`src/rtl/pmod_adc_seq.sv`:
```
// Conversion sequencer for an MCP3002-style 10-bit, 2-channel SPI ADC.
// Drives CS/SCLK/MOSI in SPI mode 0 and shifts in MISO. Delivers each completed
// sample on data_o/ch_o together with a one-cycle valid_o strobe.
// Conversions are single-shot on request, or free-running while cont_i is high.
module pmod_adc_seq #(
   parameter int CLK_DIV = 8,   // sys_clk cycles per SCLK half-period, 2..255
   parameter int CS_IDLE = 16   // minimum CS-high cycles between frames, 1..255
) (
   input  logic       sys_clk,
   input  logic       sys_rst_n,
   input  logic       start_i,
   input  logic       ch_i,
   input  logic       cont_i,
   output logic       busy_o,
   output logic       adc_cs_n_o,
   output logic       adc_sclk_o,
   output logic       adc_mosi_o,
   input  logic       adc_miso_i,
   output logic [9:0] data_o,
   output logic       ch_o,
   output logic       valid_o
);

   typedef enum logic [2:0] {
      IDLE  = 3'd0,
      SETUP = 3'd1,
      SHIFT = 3'd2,
      DONE  = 3'd3,
      GAP   = 3'd4
   } state_t;

   localparam logic [7:0] DIV_LAST = 8'(CLK_DIV - 1);
   localparam logic [7:0] GAP_LAST = 8'(CS_IDLE - 1);
   localparam logic [5:0] PH_LAST  = 6'd31;

   state_t     state, state_nxt;
   logic [7:0] div_cnt, div_cnt_nxt;
   logic [5:0] ph, ph_nxt;
   logic [7:0] gap_cnt, gap_cnt_nxt;

   logic       cs_n_nxt, sclk_nxt, mosi_nxt, busy_nxt;
   logic       ch_lat;      // channel of the frame in flight
   logic       done_seen;   // a frame has completed since reset; enables free-run
   logic [9:0] shreg;

   logic       accept;
   logic       div_tc;
   logic       sample;

   // Command word sent on DIN, indexed by SCLK rise: start, SGL, channel, MSBF, then zeros.
   function automatic logic cmd_bit(input logic [3:0] r, input logic ch);
      case (r)
         4'd0, 4'd1, 4'd3: return 1'b1;
         4'd2:             return ch;
         default:          return 1'b0;
      endcase
   endfunction

   assign accept = start_i | (cont_i & done_seen);
   assign div_tc = (div_cnt == DIV_LAST);
   // MISO is taken in the first cycle after SCLK rises; only rises 5..14 carry B9..B0.
   assign sample = (state == SHIFT) && ph[0] && (div_cnt == 8'd0) &&
                   (ph[4:1] >= 4'd5) && (ph[4:1] <= 4'd14);

   // State register and sequencing counters.
   // NOTE: every clocked assignment is non-blocking so all registers update from
   // the same pre-edge values; blocking here would create order-dependent logic.
   always_ff @(posedge sys_clk or negedge sys_rst_n) begin
      if (!sys_rst_n) begin
         state   <= IDLE;
         div_cnt <= '0;
         ph      <= '0;
         gap_cnt <= '0;
      end else begin
         state   <= state_nxt;
         div_cnt <= div_cnt_nxt;
         ph      <= ph_nxt;
         gap_cnt <= gap_cnt_nxt;
      end
   end

   // Next-state and counter logic.
   // NOTE: each variable gets a default before the case so no path leaves it
   // unassigned; a missing default would infer a latch.
   always_comb begin
      state_nxt   = state;
      div_cnt_nxt = div_cnt;
      ph_nxt      = ph;
      gap_cnt_nxt = gap_cnt;
      case (state)
         IDLE: begin
            if (accept) begin
               state_nxt   = SETUP;
               div_cnt_nxt = '0;
            end
         end
         SETUP: begin
            if (div_tc) begin
               state_nxt   = SHIFT;
               div_cnt_nxt = '0;
               ph_nxt      = '0;
            end else begin
               div_cnt_nxt = div_cnt + 8'd1;
            end
         end
         SHIFT: begin
            if (div_tc) begin
               div_cnt_nxt = '0;
               if (ph == PH_LAST) begin
                  state_nxt = DONE;
                  ph_nxt    = '0;
               end else begin
                  ph_nxt = ph + 6'd1;
               end
            end else begin
               div_cnt_nxt = div_cnt + 8'd1;
            end
         end
         DONE: begin
            state_nxt   = GAP;
            gap_cnt_nxt = '0;
         end
         GAP: begin
            if (gap_cnt == GAP_LAST) begin
               state_nxt = IDLE;
            end else begin
               gap_cnt_nxt = gap_cnt + 8'd1;
            end
         end
         default: state_nxt = IDLE;
      endcase
   end

   // Bus and busy values for the coming cycle, derived from where the FSM is heading
   // so the registered outputs change on the same edge as the state.
   always_comb begin
      cs_n_nxt = 1'b1;
      sclk_nxt = 1'b0;
      mosi_nxt = 1'b0;
      busy_nxt = 1'b0;
      case (state_nxt)
         SETUP: begin
            cs_n_nxt = 1'b0;
            mosi_nxt = 1'b1;
            busy_nxt = 1'b1;
         end
         SHIFT: begin
            cs_n_nxt = 1'b0;
            sclk_nxt = ph_nxt[0];
            // Constant across an even/odd phase pair, so DIN only moves on SCLK falls.
            mosi_nxt = cmd_bit(ph_nxt[4:1], ch_lat);
            busy_nxt = 1'b1;
         end
         DONE: begin
            cs_n_nxt = 1'b0;
            busy_nxt = 1'b1;
         end
         GAP: begin
            busy_nxt = 1'b1;
         end
         default: ;
      endcase
   end

   // Output registers, channel latch and MISO shift register.
   always_ff @(posedge sys_clk or negedge sys_rst_n) begin
      if (!sys_rst_n) begin
         adc_cs_n_o <= 1'b1;
         adc_sclk_o <= 1'b0;
         adc_mosi_o <= 1'b0;
         busy_o     <= 1'b0;
         valid_o    <= 1'b0;
         data_o     <= '0;
         ch_o       <= 1'b0;
         ch_lat     <= 1'b0;
         done_seen  <= 1'b0;
         shreg      <= '0;
      end else begin
         adc_cs_n_o <= cs_n_nxt;
         adc_sclk_o <= sclk_nxt;
         adc_mosi_o <= mosi_nxt;
         busy_o     <= busy_nxt;
         valid_o    <= (state == DONE);
         // A cont-only restart keeps the channel of the previous request.
         if (state == IDLE && start_i) begin
            ch_lat <= ch_i;
         end
         if (sample) begin
            shreg <= {shreg[8:0], adc_miso_i};
         end
         if (state == DONE) begin
            data_o    <= shreg;
            ch_o      <= ch_lat;
            done_seen <= 1'b1;
         end
      end
   end

endmodule

```
`config.mk`:
```
export PLATFORM = sky130hd
export DESIGN_NAME = pmod_adc_seq
export DESIGN_NICKNAME = d
export VERILOG_FILES = /design/src/rtl/pmod_adc_seq.sv
export SDC_FILE = /design/constraint.sdc
export NUM_CORES = 1
export LEC_CHECK = 0
export CAP_MARGIN = 40
export CORE_AREA = 2 2 90 92
export CTS_CLUSTER_DIAMETER = 30
export DETAILED_ROUTE_END_ITERATION = 10
export DIE_AREA = 0 0 92 94
export PLACE_DENSITY = 0.53
export SLEW_MARGIN = 40
export SYNTH_ARGS = -nofsm -noshare
export SYNTH_HDL_FRONTEND = slang
export SYNTH_SLANG_ARGS = --single-unit
```
`constraint.sdc`:
```
create_clock -name sys_clk -period 2.6 [get_ports sys_clk]
set_input_delay 0.52 -clock sys_clk [delete_from_list [all_inputs] [get_ports sys_clk]]
set_output_delay 0.52 -clock sys_clk [all_outputs]
set_load 0.01 [all_outputs]
```
Yosys cells after proc, flatten, opt, wreduce, memory -nomap -nowiden --
Index checks and enable logic that the tools add are counted.
Word-level totals: register bits after elaboration 53, bits in latches 0, bits in writable memories 0, memory bits (read-only) 0, bits of input ports 6, output and inout bits 16, word-level logic and storage cells 78, memories kept 0
Operators by class: add/subtract/negate cells 3, multiply operators 0, divide/modulo/power cells 0, order comparisons 2, equality and inequality tests 18, shifts and indexed selects 0, multiplexer cells 20, bitwise logic cells 2, reduce and logical (&&, ||, !) cells 18
Operator list (number):
- 8-bit case mux with 2 select lines | 2
- 8-bit two-way mux | 3
- 6-bit two-way mux | 3
- 8-bit by 1-bit adder with 8-bit output, second input constant | 2
- 3-bit two-way mux | 5
- 3-bit case mux with 5 select lines | 1
- 3-bit by 2-bit equality test with 1-bit output, second input constant | 4
- 6-bit case mux with 2 select lines | 1
- 4-bit by 2-bit equality test with 1-bit output, second input constant | 2
- 8-bit by 3-bit equality test with 1-bit output, second input constant | 1
- 8-bit by 4-bit equality test with 1-bit output, second input constant | 1
- 8-bit zero test | 1
- 2-bit inequality test, second input constant | 4
- 6-bit by 1-bit adder with 6-bit output, second input constant | 1
- 3-bit by 1-bit equality test with 1-bit output, second input constant | 2
- 3-bit equality test, second input constant | 2
- 6-bit by 5-bit equality test with 1-bit output, second input constant | 1
- 2-bit nonzero test | 3
- 3-bit OR reduction | 2
- 1-bit logical AND | 5
- 4-bit by 1-bit equality test with 1-bit output, second input constant | 1
- 4-bit by 3-bit greater-or-equal comparator with 1-bit output, second input constant | 1
- 4-bit <= comparator, second input constant | 1
- 4-bit zero test | 1
- other kinds (9) | 13

Longest topological paths before layout --
Gate-level depths: netlist of the first run.
word-level depth 8, depth in mapped cells 6, mapped depth without buffers 6

Worst setup path after synthesis of the first run --
Ideal clock, no wire load.
path type register to register, from register div_cnt[6], to register shreg[9], arrival time 1697 ps, slack 778 ps, stages on the path, launching flop included 5, buffers on the path 0, clock period less this slack 1822 ps, cells stage by stage dfrtp_1 > or4_4 > a211oi_4 > o211ai_4 > mux2_4
Between the ends: word-level cells in the longest chain between the ends 4
Ends and longest elaborated chain:
- start, declared | line 37 | logic [7:0] div_cnt, div_cnt_nxt;
- start signal, assigned | line 76 | div_cnt <= div_cnt_nxt;
- 8-bit zero test | line 62 | assign sample = (state == SHIFT) && ph[0] && (div_cnt == 8'd0) &&
- 1-bit logical AND (2 in series) | line 62
- 1-bit logical AND | line 63 | (ph[4:1] >= 4'd5) && (ph[4:1] <= 4'd14);
- end signal, assigned | line 189 | shreg <= {shreg[8:0], adc_miso_i};
- end, declared | line 44 | logic [9:0] shreg;
No other way between the ends. A chain may end at the register's enable or synchronous reset.

Worst setup path after layout of the first run --
from register div_cnt[4], to register adc_mosi_o
Between the ends: word-level cells in the longest chain between the ends 7
Ends and longest elaborated chain:
- 8-bit by 3-bit equality test with 1-bit output * | line 60 | assign div_tc = (div_cnt == DIV_LAST);
- 6-bit two-way mux, on equally long branches | line 107, 98
- 6-bit case mux with 2 select lines | line 90 | case (state)
- 4-bit by 1-bit equality test with 1-bit output (tied with other cells) | line 52 | case (r)
- 3-bit OR reduction | line 52
- 1-bit case mux with 2 select lines | line 52
- 1-bit case mux with 2 select lines * | line 141 | case (state_nxt)
- net mosi_nxt | line 41 | logic cs_n_nxt, sclk_nxt, mosi_nxt, busy_nxt;
- end signal, assigned | line 181 | adc_mosi_o <= mosi_nxt;
- end, declared | line 17 | output logic adc_mosi_o,
Mark *: on every way through the listed nets, which the timed path passes. The rest lies on a longest branch. The select of a mux whose other input is x is not followed.

==> results_dict.tcl, run 1 <==
set metrics [dict create \
    core_um2 7610 \
    die_w_um 92 \
    min_period_over_period_pct 81.4 \
    rows 32 \
    crit_fanout 5 \
    fin_util_pct 40.0 \
    tightest_slew_ns 0.549 \
    n_fill_cell 755 \
    cts_max_level 2 \
    critPathLaunchType "flop" \
    drt-wirelength-per-cell_um 14.9 \
    grt_usage_pct 13.6 \
    slowest_stage "or4_4" \
    worstPathRequired_ns 2.76 \
    synth_top_cell_by_area "dfrtp_1" \
    die_area_um2 8650 \
    cts_buffer_depth 2 \
    routed_wl_um 5460 \
    power_density_nw_per_um2 726 \
    antenna_left 0 \
    period_minus_slack_ns 2.12 \
    slew_headroom_pct 63.4 \
    die_y_um 94 \
    avgViaCountPerCell 4.94 \
    ctsHoldBuffers 0 \
    mostFrequentLayoutCells "52 x dfrtp_1, 21 x nand2_1, 21 x mux2_2" \
    syn-num-nets 247 \
    drive_gt1_share_pct 18.9 \
    hold_violations 0 \
    synth_top_area_share_pct 49.9 \
    ir_drop_mv 0.275 \
    synthCells 237 \
    firstDrtPassIters 4 \
    synthFlopType "dfrtp_1" \
    critical_path.cell_chain "or4_4 -> nor3_4 -> a21boi_0 -> nor4b_1 -> o32ai_1" \
    cts_tree "done" \
    grt_pass1_wl_um 9300 \
    grt_pass1_vias 1808 \
    cp_slowest_stage_delay_ns 0.58 \
    grt.overflow.total 0 \
    clock_skew_ns 0.00842 \
    critical_path_class "reg2reg" \
    yosysWarnings 0 \
    fin_hold_ws_ns 0.184 \
    synth-edff-count 0 \
    outcome "completed" \
    slew_violations 0 \
    total_leakage_power_nw 1.35 \
    syn_area_um2 2610 \
    clkLatencyLatePin_ns 0.31 \
    syn_avg_cell_area_um2 11.0 \
    io_pins 22 \
    area_growth_pct 16.7 \
    ys_types 51 \
    setup_tns_ns 0 \
    setup_ws_ns 0.483 \
    vias 1808 \
    ys_seq_area_share_pct 50.9 \
    synth-seq-cells 53 \
    ctsRootBufferMaster "clkbuf_8" \
    hpwl_um 3860 \
    antennaDiodeCount 0 \
    drt-initial-drc-count 83 \
    critPathCaptureType "flop" \
    drc_errors 0 \
    worstPathArrival_ns 2.28 \
    power.total_mw 2.21 \
    mostFrequentLayoutCell "dfrtp_1" \
    hold_class "in2async" \
    setup_viol 0 \
    cts.reportedPaths.clkPinSlew_ns 0.11 \
    antenna_found_initial 0 \
    start_util_pct 34.3 \
    yosys-top-cells-area "dfrtp_1 50%, mux2_2 9.1%, nand2_1 3.0%, nor2_1 2.6%, ha_1 1.9%" \
    place_ws_ns 0.340 \
    fin_nets 273 \
    post_cts_buffers 0 \
    rsz0062_at_grt "no" \
    io_buffer_count 21 \
    clock_sinks 53 \
    grt_max_degree 26 \
    clock.fmax_mhz 472 \
    ctsResizeCount 0 \
    worst-r2r-setup-slack_ns 0.48 \
    maxCapViolCount 0 \
    globalplace.congestion 0.791 \
    synth-async-reset-ratio_pct 100 \
    cts_buffers 5 \
]
==> cell usage after synthesis (2+ instances only) <==
cell type,count
nand3_1,9
and2_1,2
nor4_1,5
ha_1,4
a22o_1,4
inv_1,7
dfrtp_1,52
o31ai_1,2
mux2_2,21
nor4b_1,2
xnor2_1,5
o211ai_1,4
a211o_1,3
o21ai_0,8
and3_1,4
xor2_1,5
buf_2,2
nor2b_1,7
nor3_1,5
nor2_1,18
or3_1,3
nand4_1,4
or2_2,2
clkbuf_1,5
nand2_1,21
a21oi_1,8
==> path summary, 6_finish.rpt <==
check,start,endpoint,cells after the start
min reg2reg,data_o[1],data_o[1],1
max in group asynchronous,sys_rst_n,state[1],2
max,div_cnt[4],adc_mosi_o,5
min,sys_rst_n,data_o[7],1
max reg2reg,div_cnt[4],adc_mosi_o,5
min in group sys_clk,data_o[1],data_o[1],1
==> sequential cells by signal (all words and copies together), names as in the netlist, 3 cells and up <==
signal	flops
state	3
shreg	10
gap_cnt	8
data_o	10
ph	6
div_cnt	8
==> power by group <==
part | total, mW | internal [mW] | switching, mW
Sequential | 1.08 | 0.939 | 0.138
Clock | 0.501 | 0.196 | 0.305
Combinational | 0.628 | 0.286 | 0.342
Total | 2.21 | 1.42 | 0.785
==> worst max-delay path, delay by kind of cell (launching register included) <==
kind	cells	cell delay (ns)
compound gates	2	0.33
simple gates	3	1.18
flops	1	0.45
==> metal layers <==
metal	GRT usage [%]	vias to the layer above	part of all wire [%]
li1	-	903	-
met1	19.4	874	52
met2	21.2	29	45
met3	2.97	2	3.1
met4	3.36	0	0.31
met5	0	-	0
==> logic make-up after synthesis <==
family | synth area share [%]
AND/OR/NAND/NOR | 19.4
XOR/XNOR | 3.36
adder cells (fa/ha/maj) | 1.92
AO/OA/AOI/OAI | 12.0
flip-flops | 50.9
buffers and inverters | 2.74
multiplexers | 9.65
==> area by class of cell <==
class	count	area, um^2	area share [%]
clock inverters	3	25.0	0.823
multi-input cells	168	1210	39.7
flip-flops and latches	53	1330	43.7
inverters	7	26.3	0.864
repair buffers	28	258	8.48
well taps	102	128	4.20
clock buffers	5	68.8	2.26
==> through the flow <==
step | cell area [um^2] | instances
floorplan | 2610 | 237
global placement | 2950 | 358
detailed placement | 2950 | 358
CTS | 3040 | 366
global route | 3040 | 366
finish | 3040 | 366
No activity file was read; power rests on OpenSTA's default activity.
==> run 2, diff against run 1 <==
- clock period: 2.6 -> 2.05 ns (I/O delays scaled with it)
==> results_dict.tcl, run 2 (synthesis gave the netlist of run 1 again) <==
set metrics [dict create \
    clock.fmax_mhz 492 \
    fin_nets 295 \
    antenna_found_initial 0 \
    crit_fanout 4 \
    grt_pass1_wl_um 9630 \
    met1_length_um 2790 \
    rows 32 \
    biggestRegsByFlops "data_o (10), shreg (10)" \
    critical_path_class "reg2reg" \
    sequentialPowerShare_pct 44.5 \
    drt-initial-drc-count 75 \
    critPathCaptureType "flop" \
    die_area_um2 8650 \
    power_density_nw_per_um2 915 \
    ir_drop_mv 0.382 \
    clock_skew_ns 0.00838 \
    drc_errors 0 \
    slew_headroom_pct 63.3 \
    n_fill_cell 756 \
    outcome "completed" \
    top_layer "met4" \
    p_sw_share_pct 35.0 \
    grt.overflow.total 0 \
    hpwl_um 4040 \
    worstPathRequired_ns 2.24 \
    cts_buffers 5 \
    avgViaCountPerCell 4.96 \
    core_um2 7610 \
    die_y_um 94 \
    period_minus_slack_ns 2.03 \
    drive_gt1_share_pct 25.2 \
    rsz0062_at_grt "no" \
    cts_max_level 2 \
    ctsResizeCount 0 \
    setup_tns_ns 0 \
    ctsHoldBuffers 0 \
    setup_viol 0 \
    antennaDiodeCount 0 \
    tightest_slew_ns 0.545 \
    ctsRootBufferMaster "clkbuf_8" \
    antenna_left 0 \
    total_leakage_power_nw 1.48 \
    mostFrequentLayoutCells "52 x dfrtp_1, 27 x buf_4, 21 x nand2_1, 21 x mux2_2, 20 x clkdlybuf4s50_1" \
    clkPwrFrac_pct 21.9 \
    grt_max_degree 54 \
    maxCapViolCount 0 \
    post_cts_buffers 0 \
    clock_sinks 53 \
    hold_class "in2async" \
    slew_violations 0 \
    routed_wl_um 5560 \
    hold_violations 0 \
    power.total_mw 2.96 \
    mostFrequentLayoutCell "dfrtp_1" \
    worstPathArrival_ns 2.23 \
    cts_buffer_depth 2 \
    drt-wirelength-per-cell_um 14.3 \
    min_period_over_period_pct 99.2 \
    die_w_um 92 \
    cts.reportedPaths.clkPinSlew_ns 0.11 \
    firstDrtPassIters 4 \
    dr_wl_met2_um 2470 \
    p_switching_mw 1.03 \
    grt_usage_pct 14.1 \
    comb_power_share_pct 33.6 \
    io_buffer_count 21 \
    start_util_pct 34.3 \
    internal_power_mw 1.92 \
    globalplace.congestion 0.838 \
    critPathLaunchType "flop" \
    clkLatencyLatePin_ns 0.31 \
    vias 1926 \
    wl_met3_um 180 \
    area_growth_pct 24.1 \
    cts_tree "done" \
    grt_pass1_vias 1940 \
    io_pins 22 \
]
## run 2: cell types whose count changed in the layout (fill, tap and decap cells not counted)
cell	before	now
clkinvlp_4	1	0
buf_12	0	2
inv_8	0	1
buf_4	7	27
## run 2: power by group through the flow
stage / clock network [mW] / logic, mW / registers, mW
CTS: 0.671 / 0.999 / 1.32
finish: 0.647 / 0.994 / 1.32
global route: 0.707 / 1.10 / 1.34
floorplan: 0 / 0.511 / 1.34
global placement: 0 / 0.998 / 1.34
detailed placement: 0 / 0.996 / 1.34
## run 2: layout make-up
type,count,area [um^2],area share [%]
Clock buffer,5,68.8,2.13
Tap cell,102,128,3.95
Sequential cell,53,1330,41.0
Timing Repair Buffer,50,448,13.8
Inverter,7,26.3,0.812
Multi-Input combinational cell,168,1210,37.3
Clock inverter,3,28.8,0.890
## run 2: critical path: stages, from the launching register on
cell	delay (ns)
dfrtp_1	0.41
buf_4	0.15
nor4_1	0.50
and4_1	0.28
a211o_1	0.13
nor4b_1	0.31
o32ai_1	0.12
## run 2: metal layers
| metal | vias up | GRT usage [%] |
|---|---|---|
| li1 | 948 | - |
| met1 | 930 | 19.8 |
| met2 | 37 | 21.6 |
| met3 | 11 | 2.17 |
| met4 | 0 | 5.97 |
| met5 | - | 0 |
## run 2: path summary, 6_finish.rpt
check	start	endpoint	slack, ns	cells past startpoint
max in group asynchronous	sys_rst_n	adc_cs_n_o	1.70	2
min	sys_rst_n	div_cnt[7]	0.06	2
min in group sys_clk	data_o[8]	data_o[8]	0.51	1
max reg2reg	div_cnt[5]	adc_mosi_o	0.02	6
min reg2reg	data_o[8]	data_o[8]	0.51	1
max	div_cnt[5]	adc_mosi_o	0.02	6
## run 2: per-stage QoR
| step | util (%) | cell area, um^2 | hold WS, ns | std cells | worst slack, ns |
|---|---|---|---|---|---|
| finish | 42.5 | 3230 | 0.0618 | 388 | 0.0169 |
| global route | 42.5 | 3230 | 0.0889 | 388 | 0.0198 |
| CTS | 42.5 | 3230 | 0.0828 | 388 | 0.101 |
| detailed placement | 41.2 | 3140 | 0.426 | 380 | 0.0604 |
| global placement | 41.2 | 3140 | 0.432 | 380 | 0.0623 |
| floorplan | - | 2610 | 0.114 | 237 | 0.228 |
==> run 3, diff against run 2 <==
- REMOVE_ABC_BUFFERS: unset -> 1
- SETUP_SLACK_MARGIN: unset -> 0.5
==> results_dict.tcl, run 3 (synthesis gave the netlist of run 1 again) <==
set metrics [dict create \
    path_buf_inv 0 \
    cp_slowest_stage_delay_ns 0.58 \
    rr_worst_depth 4 \
    biggestRegsByFlops "data_o (10), shreg (10)" \
    avgViaCountPerCell 5.08 \
    tightest_slew_ns 0.419 \
    antennaDiodeCount 0 \
    p_switching_mw 1.19 \
    placedCellCount 371 \
    place_ws_ns 0.0287 \
    grt_usage_pct 14.8 \
    maxCapViolCount 0 \
    clock.fmax_mhz 528 \
    start_util_pct 34.3 \
    slowest_stage "or4_4" \
    crit_family "simple AND/OR/NAND/NOR gates" \
    area_growth_pct 39.5 \
    cts_buffer_depth 2 \
    critical_path_class "reg2reg" \
    io_buffer_count 21 \
    rsz0062_at_grt "yes" \
    vias 2043 \
    seqCellArea_um2 1330 \
    antenna_found_initial 0 \
    grt_pass1_wl_um 10300 \
    slew_headroom_pct 71.9 \
    die_w_um 92 \
    crit_cells 4 \
    stdcell_count 402 \
    sequentialPowerShare_pct 38.9 \
    comb_power_share_pct 38.8 \
    die_area_um2 8650 \
    clkLatencyLatePin_ns 0.32 \
    postLayoutCellArea_um2 3640 \
    drc_errors 0 \
    io_pins 22 \
    ctsHoldBuffers 0 \
    ir_drop_mv 0.338 \
    clock_skew_ns 0.0123 \
    grt_max_degree 54 \
    power.total_mw 3.41 \
    setup_ws_ns 0.156 \
    grt.overflow.total 0 \
    period_minus_slack_ns 1.89 \
    die_y_um 94 \
    crit_fanout 10 \
    critPathLaunchType "flop" \
    core_um2 7610 \
    power_density_nw_per_um2 938 \
    worstPathArrival_ns 2.10 \
    drt-initial-drc-count 100 \
    p_sw_share_pct 34.9 \
    drive_gt1_share_pct 41.7 \
    clock_sinks 53 \
    critical_path.cell_chain "or4_4 -> a211oi_4 -> o211ai_4 -> mux2_4" \
    worstPathRequired_ns 2.25 \
    hpwl_um 3830 \
    outcome "completed" \
    mostFrequentLayoutCell "dfrtp_1" \
    placed_area_um2 3070 \
    hold_class "in2async" \
    cts_tree "done" \
    fin_util_pct 47.8 \
    clkPwrFrac_pct 22.3 \
    critPathCaptureType "flop" \
    total_leakage_power_nw 1.68 \
    firstDrtPassIters 4 \
    drt-wirelength-per-cell_um 15.5 \
    setup_viol 0 \
    cts_buffers 5 \
    rows 32 \
    n_fill_cell 728 \
    internal_power_mw 2.22 \
    slew_violations 0 \
    fin_nets 309 \
    mostFrequentLayoutCells "48 x dfrtp_1, 30 x buf_4, 21 x mux2_2" \
    min_period_over_period_pct 92.4 \
    cts.reportedPaths.clkPinSlew_ns 0.11 \
    antenna_left 0 \
    routed_wl_um 6210 \
    ctsRootBufferMaster "clkbuf_8" \
    hold_violations 0 \
    globalplace.congestion 0.829 \
    multi_input_area_um2 1440 \
    cts_max_level 2 \
    grt_pass1_vias 2062 \
]
==> run 3: cell types whose count changed in the layout (fill, tap and decap cells not counted), moves of 4 or more <==
cell	change
nand2_1	-6
buf_6	+10
dlygate4sd2_1	+16
dfrtp_2	+4
nor4_1	-5
clkdlybuf4s50_1	-18
o21ai_0	-5
dfrtp_1	-4
nor4_4	+4
==> run 3: cell type report <==
class	instances	share of cell area, %
multi-input combinational	168	39.7
sequential	53	36.6
timing repair buffer	64	16.2
tap	102	3.51
clock buffer	5	1.89
clock inverter	3	1.38
inverter	7	0.723
==> run 3: through the flow <==
step	hold slack [ns]	setup TNS [ns]
finish	0.0629	0
global route	0.0800	0
CTS	0.0783	0
detailed placement	0.429	0
global placement	0.432	0
floorplan	0.114	-0.619
==> run 3: power groups by stage <==
stage               clock, mW  combinational [mW]  sequential (mW)
global placement            0               0.935             1.34
detailed placement          0               0.939             1.34
CTS                     0.781                1.14             1.32
floorplan                   0               0.449             1.38
finish                  0.760                1.32             1.33
global route            0.828                1.43             1.35
==> run 3: layer usage <==
metal	part of all wire, %	track usage (%)	up-vias	wire length, um
met4	0.82	2.99	0	51
met5	0	0	-	0
li1	-	-	978	-
met2	49	24.9	34	3050
met3	3.3	3.05	7	205
met1	47	19.9	1024	2910
==> run 3: worst paths after layout <==
kind | startpoint | to | slack, ns
setup / recovery | div_cnt[5] | shreg[9] | 0.16
hold / removal | sys_rst_n | ph[4] | 0.06
setup reg to reg | div_cnt[5] | shreg[9] | 0.16
hold reg to reg | data_o[9] | data_o[9] | 0.51
max in group asynchronous | sys_rst_n | adc_cs_n_o | 1.67
min in group sys_clk | data_o[9] | data_o[9] | 0.51
==> run 3: timing repair <==
item,CTS,global route
pin swaps,26,17
resized for setup,53,33
endpoints found under the setup margin,64,47
setup buffers,12,11
